**config.mk**
```make
export PLATFORM = sky130hd
export DESIGN_NAME = sprite_compositor
export DESIGN_NICKNAME = d
export VERILOG_FILES = /design/src/rtl/sprite_pkg.sv /design/src/rtl/sprite_hit.sv /design/src/rtl/sprite_compositor.sv
export SDC_FILE = /design/constraint.sdc
export NUM_CORES = 2
export LEC_CHECK = 0
export ABC_CLOCK_PERIOD_IN_PS = 9590
export BUFFER_PORTS_ARGS = -buffer_cell sky130_fd_sc_hd__buf_2
export CAP_MARGIN = 20
export CELL_PAD_IN_SITES_DETAIL_PLACEMENT = 1
export CELL_PAD_IN_SITES_GLOBAL_PLACEMENT = 2
export CORE_ASPECT_RATIO = 1.75
export CORE_MARGIN = 4
export CORE_UTILIZATION = 38
export CTS_BUF_LIST = sky130_fd_sc_hd__clkbuf_16
export DETAILED_ROUTE_END_ITERATION = 7
export GPL_TIMING_DRIVEN = 0
export MAX_ROUTING_LAYER = met4
export PLACE_DENSITY = 0.83
export SYNTH_ARGS = -nofsm -noshare
export SYNTH_HDL_FRONTEND = slang
export SYNTH_HIERARCHICAL = 1
export SYNTH_SLANG_ARGS = --single-unit
```
**constraint.sdc**
```tcl
create_clock -name clk -period 9.59 [get_ports clk]
set_input_delay 1.918 -clock clk [delete_from_list [all_inputs] [get_ports clk]]
set_output_delay 1.918 -clock clk [all_outputs]
set_load 0.1 [all_outputs]
```
**src/rtl/sprite_pkg.sv**
```systemverilog
// ============================================================================
//  Module      : sprite_pkg
//  Description : Shared types and colour constants for the sprite compositor.
//  Revision    : 1.0 - initial release
// ============================================================================
`default_nettype none

package sprite_pkg;

    typedef enum logic [1:0] {
        PLAY  = 2'd0,
        FLASH = 2'd1,
        OVER  = 2'd2
    } state_e;

    localparam int C_RGB_CHAN_W = 8;

    typedef struct packed {
        logic [C_RGB_CHAN_W-1:0] r;
        logic [C_RGB_CHAN_W-1:0] g;
        logic [C_RGB_CHAN_W-1:0] b;
    } rgb_t;

    localparam rgb_t C_BLACK        = '{r: 8'h00, g: 8'h00, b: 8'h00};
    localparam rgb_t C_LAVA_RED     = '{r: 8'hCF, g: 8'h10, b: 8'h20};
    localparam rgb_t C_PLAYER_BLUE  = '{r: 8'h00, g: 8'h40, b: 8'hFF};
    localparam rgb_t C_LIFE_MAGENTA = '{r: 8'hFF, g: 8'h00, b: 8'hFF};

endpackage

`default_nettype wire

```
**src/rtl/sprite_hit.sv**
```systemverilog
// ============================================================================
//  Module      : sprite_hit
//  Description : Bounds comparator for one rectangular sprite (clips, never wraps).
//  Revision    : 1.0 - initial release
// ============================================================================
`default_nettype none

module sprite_hit #(
    parameter int COORD_W = 10
) (
    input  logic [COORD_W-1:0] i_x,
    input  logic [COORD_W-1:0] i_y,
    input  logic [COORD_W-1:0] i_sx,
    input  logic [COORD_W-1:0] i_sy,
    input  logic [COORD_W-1:0] i_w,
    input  logic [COORD_W-1:0] i_h,
    input  logic               i_en,
    output logic               o_hit
);

    // One extra bit keeps the far edge exact so sprites past the screen edge clip.
    logic [COORD_W:0] w_xend;
    logic [COORD_W:0] w_yend;

    assign w_xend = {1'b0, i_sx} + {1'b0, i_w};
    assign w_yend = {1'b0, i_sy} + {1'b0, i_h};

    assign o_hit = i_en
                && (i_x >= i_sx) && ({1'b0, i_x} < w_xend)
                && (i_y >= i_sy) && ({1'b0, i_y} < w_yend);

endmodule

`default_nettype wire

```
**src/rtl/sprite_compositor.sv**
```systemverilog
// ============================================================================
//  Module      : sprite_compositor
//  Description : Two-stage sprite compositor with frame-latched geometry, game-over
//                flash FSM and optional player collision reporting (SPRITE_COLLISION_EN).
//  Revision    : 1.0 - initial release
// ============================================================================
`default_nettype none

module sprite_compositor
    import sprite_pkg::*;
#(
    parameter int NUM_SPRITES  = 8,
    parameter int COORD_W      = 10,
    parameter int COLOR_W      = 8,
    parameter int FLASH_FRAMES = 30
) (
    input  logic                           clk,
    input  logic                           reset,
    input  logic                           frame_start,
    input  logic                           bright,
    input  logic [COORD_W-1:0]             x,
    input  logic [COORD_W-1:0]             y,
    input  logic [NUM_SPRITES*COORD_W-1:0] sprite_x,
    input  logic [NUM_SPRITES*COORD_W-1:0] sprite_y,
    input  logic [NUM_SPRITES*COORD_W-1:0] sprite_w,
    input  logic [NUM_SPRITES*COORD_W-1:0] sprite_h,
    input  logic [NUM_SPRITES*3*COLOR_W-1:0] sprite_color,
    input  logic [NUM_SPRITES-1:0]         sprite_en,
    input  logic [3*COLOR_W-1:0]           bg_color,
    input  logic [3*COLOR_W-1:0]           flash_color,
    input  logic                           game_over,
    output logic [COLOR_W-1:0]             red,
    output logic [COLOR_W-1:0]             green,
    output logic [COLOR_W-1:0]             blue,
    output logic                           over_done,
    output logic [NUM_SPRITES-1:0]         collide_mask,
    output logic                           collide_valid
);

    localparam int C_RGB_W = 3 * COLOR_W;
    localparam int C_CNT_W = (FLASH_FRAMES > 1) ? $clog2(FLASH_FRAMES) : 1;

    logic [NUM_SPRITES*COORD_W-1:0] r_sx, r_sy, r_sw, r_sh;
    logic [NUM_SPRITES*C_RGB_W-1:0] r_col;
    logic [NUM_SPRITES-1:0]         r_en;
    logic [C_RGB_W-1:0]             r_bg, r_flash;

    always_ff @(posedge clk) begin
        if (reset) begin
            r_sx    <= '0;
            r_sy    <= '0;
            r_sw    <= '0;
            r_sh    <= '0;
            r_col   <= '0;
            r_en    <= '0;
            r_bg    <= '0;
            r_flash <= '0;
        end else if (frame_start) begin
            r_sx    <= sprite_x;
            r_sy    <= sprite_y;
            r_sw    <= sprite_w;
            r_sh    <= sprite_h;
            r_col   <= sprite_color;
            r_en    <= sprite_en;
            r_bg    <= bg_color;
            r_flash <= flash_color;
        end
    end

    logic [NUM_SPRITES-1:0] w_hit;

    for (genvar gi = 0; gi < NUM_SPRITES; gi++) begin : g_hit
        sprite_hit #(
            .COORD_W (COORD_W)
        ) u_hit (
            .i_x   (x),
            .i_y   (y),
            .i_sx  (r_sx[gi*COORD_W +: COORD_W]),
            .i_sy  (r_sy[gi*COORD_W +: COORD_W]),
            .i_w   (r_sw[gi*COORD_W +: COORD_W]),
            .i_h   (r_sh[gi*COORD_W +: COORD_W]),
            .i_en  (r_en[gi]),
            .o_hit (w_hit[gi])
        );
    end

    state_e             r_state, w_state_nxt;
    logic [C_CNT_W-1:0] r_cnt, w_cnt_nxt;

    always_ff @(posedge clk) begin
        if (reset) begin
            r_state <= PLAY;
            r_cnt   <= '0;
        end else begin
            r_state <= w_state_nxt;
            r_cnt   <= w_cnt_nxt;
        end
    end

    // game_over only matters at frame boundaries so the flash spans whole frames.
    always_comb begin
        w_state_nxt = r_state;
        w_cnt_nxt   = r_cnt;
        if (frame_start) begin
            case (r_state)
                PLAY: begin
                    if (game_over) begin
                        w_state_nxt = FLASH;
                        w_cnt_nxt   = '0;
                    end
                end
                FLASH: begin
                    if (!game_over)
                        w_state_nxt = PLAY;
                    else if (r_cnt == C_CNT_W'(FLASH_FRAMES - 1))
                        w_state_nxt = OVER;
                    else
                        w_cnt_nxt = r_cnt + C_CNT_W'(1);
                end
                default: begin
                    if (!game_over)
                        w_state_nxt = PLAY;
                end
            endcase
        end
    end

    logic [NUM_SPRITES-1:0] r_hit;
    logic                   r_bright;
    logic [C_RGB_W-1:0]     r_rgb, w_pix, w_rgb;

    always_comb begin
        w_pix = r_bg;
        for (int i = NUM_SPRITES - 1; i >= 0; i--) begin
            if (r_hit[i])
                w_pix = r_col[i*C_RGB_W +: C_RGB_W];
        end
        w_rgb = '0;
        if (r_bright) begin
            case (r_state)
                PLAY:    w_rgb = w_pix;
                FLASH:   w_rgb = r_flash;
                default: w_rgb = '0;
            endcase
        end
    end

    always_ff @(posedge clk) begin
        if (reset) begin
            r_hit    <= '0;
            r_bright <= 1'b0;
            r_rgb    <= '0;
        end else begin
            r_hit    <= w_hit;
            r_bright <= bright;
            r_rgb    <= w_rgb;
        end
    end

    assign red       = r_rgb[3*COLOR_W-1 -: COLOR_W];
    assign green     = r_rgb[2*COLOR_W-1 -: COLOR_W];
    assign blue      = r_rgb[COLOR_W-1   -: COLOR_W];
    assign over_done = (r_state == OVER);

`ifdef SPRITE_COLLISION_EN
    logic [NUM_SPRITES-1:0] r_sticky, r_mask, w_coll;
    logic                   r_cvalid;

    always_comb begin
        w_coll = '0;
        if (bright && w_hit[0] && (r_state == PLAY))
            w_coll = {w_hit[NUM_SPRITES-1:1], 1'b0};
    end

    always_ff @(posedge clk) begin
        if (reset) begin
            r_sticky <= '0;
            r_mask   <= '0;
            r_cvalid <= 1'b0;
        end else if (frame_start) begin
            r_mask   <= r_sticky;
            r_cvalid <= |r_sticky;
            r_sticky <= w_coll;
        end else begin
            r_sticky <= r_sticky | w_coll;
            r_cvalid <= 1'b0;
        end
    end

    assign collide_mask  = r_mask;
    assign collide_valid = r_cvalid;
`else
    assign collide_mask  = '0;
    assign collide_valid = 1'b0;
`endif

endmodule

`default_nettype wire

```
======== Yosys cells after proc, flatten, opt, wreduce, memory -nomap -nowiden ========
Cells that the tools add are included.
word-level totals
  flip-flop bits (word level) ............. 608
  input port bits ......................... 593
cells by class
  $add $sub $neg .......................... 17
  $lt $le $gt $ge ......................... 32
  equal/unequal tests ..................... 8
  multiplexer cells ....................... 18
  bitwise operators ....................... 1
  reduce and logical (&&, ||, !) cells .... 37
operators by type and width
  cell                 count
  $mux 24              8
  $add 10x10->11       16
  $lt 10x11->1         16
  $ge 10x10->1         16
  $pmux 24 s2          1
  $logic_and 1x1->1    32
  $mux 5               3
  $pmux 5 s2           1
  $mux 2               4
  $ne 2x2->1 const B   3
  $add 5x1->5 const B  1
  $eq 5x5->1 const B   1
  $reduce_and 5->1     1
  $pmux 2 s2           1
  $reduce_and 4->1     1
  $ne 3x1->1 const B   1
  $ne 3x3->1 const B   1
  $eq 2x1->1 const B   1
  $eq 2x2->1 const B   1
  $logic_not 2->1      1
  $reduce_bool 2->1    1
  $reduce_or 2->1      1
  $not 1->1            1

======== Longest topological paths before layout ========
  word-level depth ........................ 9
  mapped depth ............................ 15
  mapped depth without buffers ............ 15

======== Hierarchy ========
The synthesis kept the hierarchy.
modules (own cells, without submodules)
  module                           times used  cells each  area each (um^2)  sequential area each (um^2)
  sprite_compositor                1           2247        23339.9           12171.7
  sprite_hit (g_hit[4].u_hit ...)  3           219         1679.1            0.0
  sprite_hit (g_hit[2].u_hit ...)  2           217         1654.1            0.0
  sprite_hit (g_hit[0].u_hit)      1           218         1679.1            0.0
  sprite_hit (g_hit[7].u_hit)      1           202         1631.6            0.0
  sprite_hit (g_hit[1].u_hit)      1           206         1622.8            0.0

======== Worst setup path before layout ========
No wires, ideal clock.
  path kind ............................... register -> output
  start ................................... register r_state[0]
  end ..................................... output port over_done
  data arrival time ....................... 1.860 ns
  path slack .............................. 5.812 ns
  cell stages (with the launch flop) ...... 4
  cell sequence ........................... dfxtp_1 > buf_6 > clkbuf_1 > nor2_1
on the way
  longest elaborated chain between the ends .. 1
ends and longest elaborated chain
  element                   RTL line                  source
  start: declaration        sprite_compositor.sv:87   state_e r_state, w_state_nxt;
  start signal: assignment  sprite_compositor.sv:95   r_state <= w_state_nxt;
  $eq 2x2->1                sprite_compositor.sv:163  assign over_done = (r_state == OVER);
  end: declaration          sprite_compositor.sv:35   output logic over_done,
No other way between the ends.

======== Worst setup path in the final report ========
  start ................................... register r_sy[30]
  end ..................................... register r_hit[3]
on the way
  longest elaborated chain between the ends .. 3
ends and longest elaborated chain
  element                                                   RTL line                            source
  start: declaration                                        sprite_compositor.sv:43             logic [NUM_SPRITES*COORD_W-1:0] r_sx, r_sy, r_sw, r_sh;
  start signal: assignment                                  sprite_compositor.sv:60             r_sy <= sprite_y;
  $add 10x10->11 / $ge 10x10->1 (equally long branches)     sprite_hit.sv:26, sprite_hit.sv:30
  $lt 10x11->1 / $logic_and 1x1->1 (equally long branches)  sprite_hit.sv:30                    && (i_y >= i_sy) && ({1'b0, i_y} < w_yend);
  $logic_and 1x1->1 *                                       sprite_hit.sv:30
  named net w_hit[3]                                        sprite_compositor.sv:70             logic [NUM_SPRITES-1:0] w_hit;
  end signal: assignment                                    sprite_compositor.sv:154            r_hit <= w_hit;
  end: declaration                                          sprite_compositor.sv:128            logic [NUM_SPRITES-1:0] r_hit;
Mark *: on every way through the listed nets, which the timed path passes. The rest lies on a longest branch.
A chain may end at the register's enable or synchronous reset.

==> flow_metrics.env <==
export IMPL_synthCells=3964
export IMPL_required_ns=10.18
export IMPL_p_sw_mw=2.15
export IMPL_htree_num_levels=3
export IMPL_rr_startpoint="r_sy[30]"
export IMPL_ys_top_cells_by_area="dfxtp_1 (33%), mux2i_1 (16%), ha_1 (16%)"
export IMPL_grt_max_degree=17
export IMPL_netlist_area_sq_mm=0.0366
export IMPL_synth_ff_type="dfxtp_1"
export IMPL_netlist_top_cells_count="nor2_1 (703), dfxtp_1 (608), mux2i_1 (594)"
export IMPL_design_area_sq_mm=0.0437
export IMPL_cp_end_kind="flip-flop"
export IMPL_antenna_found_initial=83
export IMPL_crit_chain="ha_1 > fa_1 > a21oi_1 > o211ai_2 > nor4_1 > nor3_2 > xnor2_1 > ha_1 > a2111oi_0 > o21ai_0 > nor2_1 > a311oi_1 > buf_2 > nor4_1 > nor2b_1"
export IMPL_cp_endpoint="r_hit[3]"
export IMPL_met1_length_mm=53.4
export IMPL_grt_overflow_total=0
export IMPL_critPathLaunchType="flip-flop"
export IMPL_rsz0062_at_grt="no"
export IMPL_place_area_sq_mm=0.0413
export IMPL_root_buffer="clkbuf_16"
export IMPL_drc_errors=0
export IMPL_first_global_vias=35000
export IMPL_setup_ws_ns=5.24
export IMPL_r2r_cells=15
export IMPL_synth_top_area_cell="dfxtp_1"
export IMPL_report_final_slew_viol_count=0
export IMPL_port_buffers=615
export IMPL_ant_nets=0
export IMPL_grt_use_total_pct=30.4
export IMPL_die_area_sq_mm=0.102
export IMPL_synth_seq_area_share_pct=33.2
export IMPL_worst_slew_margin_rel_pct=9.65
export IMPL_dr_pass1_iters=5
export IMPL_routedWlPerCell_um=25.7
export IMPL_clkSlewWorstSetupHoldPaths_ns=0.06
export IMPL_avgSynthCellArea_sq_um=9.24
export IMPL_via_per_inst=5.40
export IMPL_cp_startpoint="r_sy[30]"
export IMPL_ir_drop_mv=0.162
export IMPL_fmax_mhz=230
export IMPL_drv_cap=0
export IMPL_numCtsBuffers=68
export IMPL_r2r_end="r_hit[3]"
export IMPL_top_level_ports=627
export IMPL_fp_dieW_um=243
export IMPL_max_stage_delay_ns=0.77
export IMPL_critPathKind="flip-flop to flip-flop"
export IMPL_yosysMostFrequentCell="nor2_1"
export IMPL_p_comb_share_pct=21.0
export IMPL_async_reset_ff_share_pct=0
export IMPL_routed_wl_met3_mm=9.32
export IMPL_final_util_pct=45.7
export IMPL_crit_path_top_delay_cell="nor4_1"
export IMPL_outcome="complete, no violations"
export IMPL_postCtsSetupRepairBufs=0
export IMPL_setup_tns_ns=0
export IMPL_hpwl_mm=127
export IMPL_ys_types=66
export IMPL_path_max_fanout=3
export IMPL_power_share_clock_pct=38.0
export IMPL_postCtsResizedCells=0
export IMPL_dieHeight_um=419
export IMPL_top_layer="met4"
export IMPL_clockBufferDepth=3
export IMPL_hold_viol_final=0
export IMPL_p_per_area_mw_per_mm2=156
export IMPL_vias=32500
export IMPL_area_delta_synth_final_pct=19.3
export IMPL_gp_congestion=0.949
export IMPL_finalSetupViolCount=0
export IMPL_synth_edff_count=0
export IMPL_internal_power_mw=4.68
export IMPL_clkSinkCount=608
export IMPL_min_period_ns=4.35
export IMPL_clock_skew_ns=0.0262
export IMPL_wl_mm=155
export IMPL_grt_first_pass_wirelength_mm=223
export IMPL_drt_iter0_drc=1393
export IMPL_worstPathArrival_ns=4.95
export IMPL_row_count=150
export IMPL_synth_seq_cells=608
export IMPL_hold_buffers=0
export IMPL_clkLatencyLatePin_ns=0.68
export IMPL_p_seq_share_pct=41.0
export IMPL_cts_tree="built"
export IMPL_hold_path_class="flip-flop to flip-flop"
export IMPL_yosysWarningCount=6
export IMPL_initial_utilization_pct=38.3
export IMPL_cellLeakagePower_nw=20.5
export IMPL_period_share_pct=45.4
export IMPL_num_fill_cells=11400
export IMPL_switching_share_pct=31.5
export IMPL_nets=5740
export IMPL_pre_cts_ws_ns=4.76
export IMPL_dr_wl_met2_mm=80.0
export IMPL_drive_above_1_share_pct=18.6
export IMPL_synth_top_area_share_pct=33.2
export IMPL_worstMarginPinSlew_ns=1.34
export IMPL_r2r_setup_slack_ns=5.24
export IMPL_core_sq_mm=0.0955
-- metrics by stage --
| step | hold WS, ns | power [mW] | cells |
|---|---|---|---|
| CTS | 0.499 | 6.91 | 5930 |
| global placement | 0.471 | 4.24 | 5803 |
| floorplan | 0.453 | 3.72 | 3972 |
| global route | 0.522 | 7.17 | 6003 |
| finish | 0.492 | 6.84 | 6022 |
| detailed placement | 0.484 | 4.29 | 5810 |
-- critical path, delay by kind of cell (launching register included) --
family / cells / cell delay [ns]
AO/OA/AOI/OAI: 5 / 1.14
XOR/XNOR: 1 / 0.14
adder cells (fa/ha/maj): 3 / 0.95
buffers and inverters: 1 / 0.18
flip-flops: 1 / 0.34
AND/OR/NAND/NOR: 5 / 1.51
-- flip-flops by register name, summed over array words and instances, names as in the netlist --
register	cells
r_hit	8
r_en	8
r_cnt	5
r_state	2
r_rgb	24
r_sx	80
r_sw	80
r_bg	24
r_sy	80
r_bright	1
r_sh	80
r_flash	24
r_col	192
-- cell type report --
| type | instances | area (sq um) | share of cell area (%) |
|---|---|---|---|
| multi-input combinational | 2953 | 22800 | 52.1 |
| sequential | 608 | 12200 | 27.9 |
| timing repair buffer | 623 | 3170 | 7.26 |
| clock buffer | 68 | 1700 | 3.89 |
| tap | 1216 | 1520 | 3.48 |
| buffer | 188 | 862 | 1.97 |
| inverter | 223 | 837 | 1.92 |
| clock inverter | 52 | 428 | 0.979 |
| antenna | 91 | 228 | 0.521 |
-- logic make-up after synthesis --
group | synth area share, %
DFF | 33.2
muxes | 16.2
and+or+nand+nor | 13.2
AOI/OAI and AO/OA | 12.8
adders and majority gates | 16.8
buffers and inverters | 4.64
other | 0.0102
xor gates and xnor gates | 3.04
-- layer usage --
metal  vias to the layer above  GRT usage (%)
met5                         -              -
met4                         0           20.1
met3                       331           7.04
met2                       949           55.5
met1                     15700           28.4
li1                      15600              -
-- cells in the final DEF (no fill, tap or decap), types with 71 or more instances in the layout --
cell type,n
clkbuf_1,96
diode_2,91
ha_1,466
nor2b_1,74
inv_1,230
buf_2,691
a21oi_1,184
nand2_1,85
xnor2_1,71
dfxtp_1,608
mux2i_1,594
nor2_1,703
o21ai_0,93
-- power groups by stage --
stage	registers [mW]	logic (mW)	clock network, mW
after global placement	2.85	1.39	0
after floorplan	2.82	0.894	0
final	2.80	1.44	2.60
after global routing	2.82	1.60	2.75
after CTS	2.80	1.45	2.66
after detailed placement	2.86	1.44	0
-- worst min-delay path by stage --
stage / to / slack (ns) / startpoint / depth (start not counted)
3_5_place_dp: r_col[86] / 0.48 / r_col[86] / 2
3_3_place_gp: r_bg[0] / 0.47 / r_bg[0] / 2
2_1_floorplan: r_en[1] / 0.45 / r_en[1] / 2
6_report: r_col[37] / 0.49 / r_col[37] / 2
5_1_grt: r_flash[16] / 0.52 / r_flash[16] / 2
4_1_cts: r_col[86] / 0.50 / r_col[86] / 2
No activity file was read; power rests on OpenSTA's default activity.
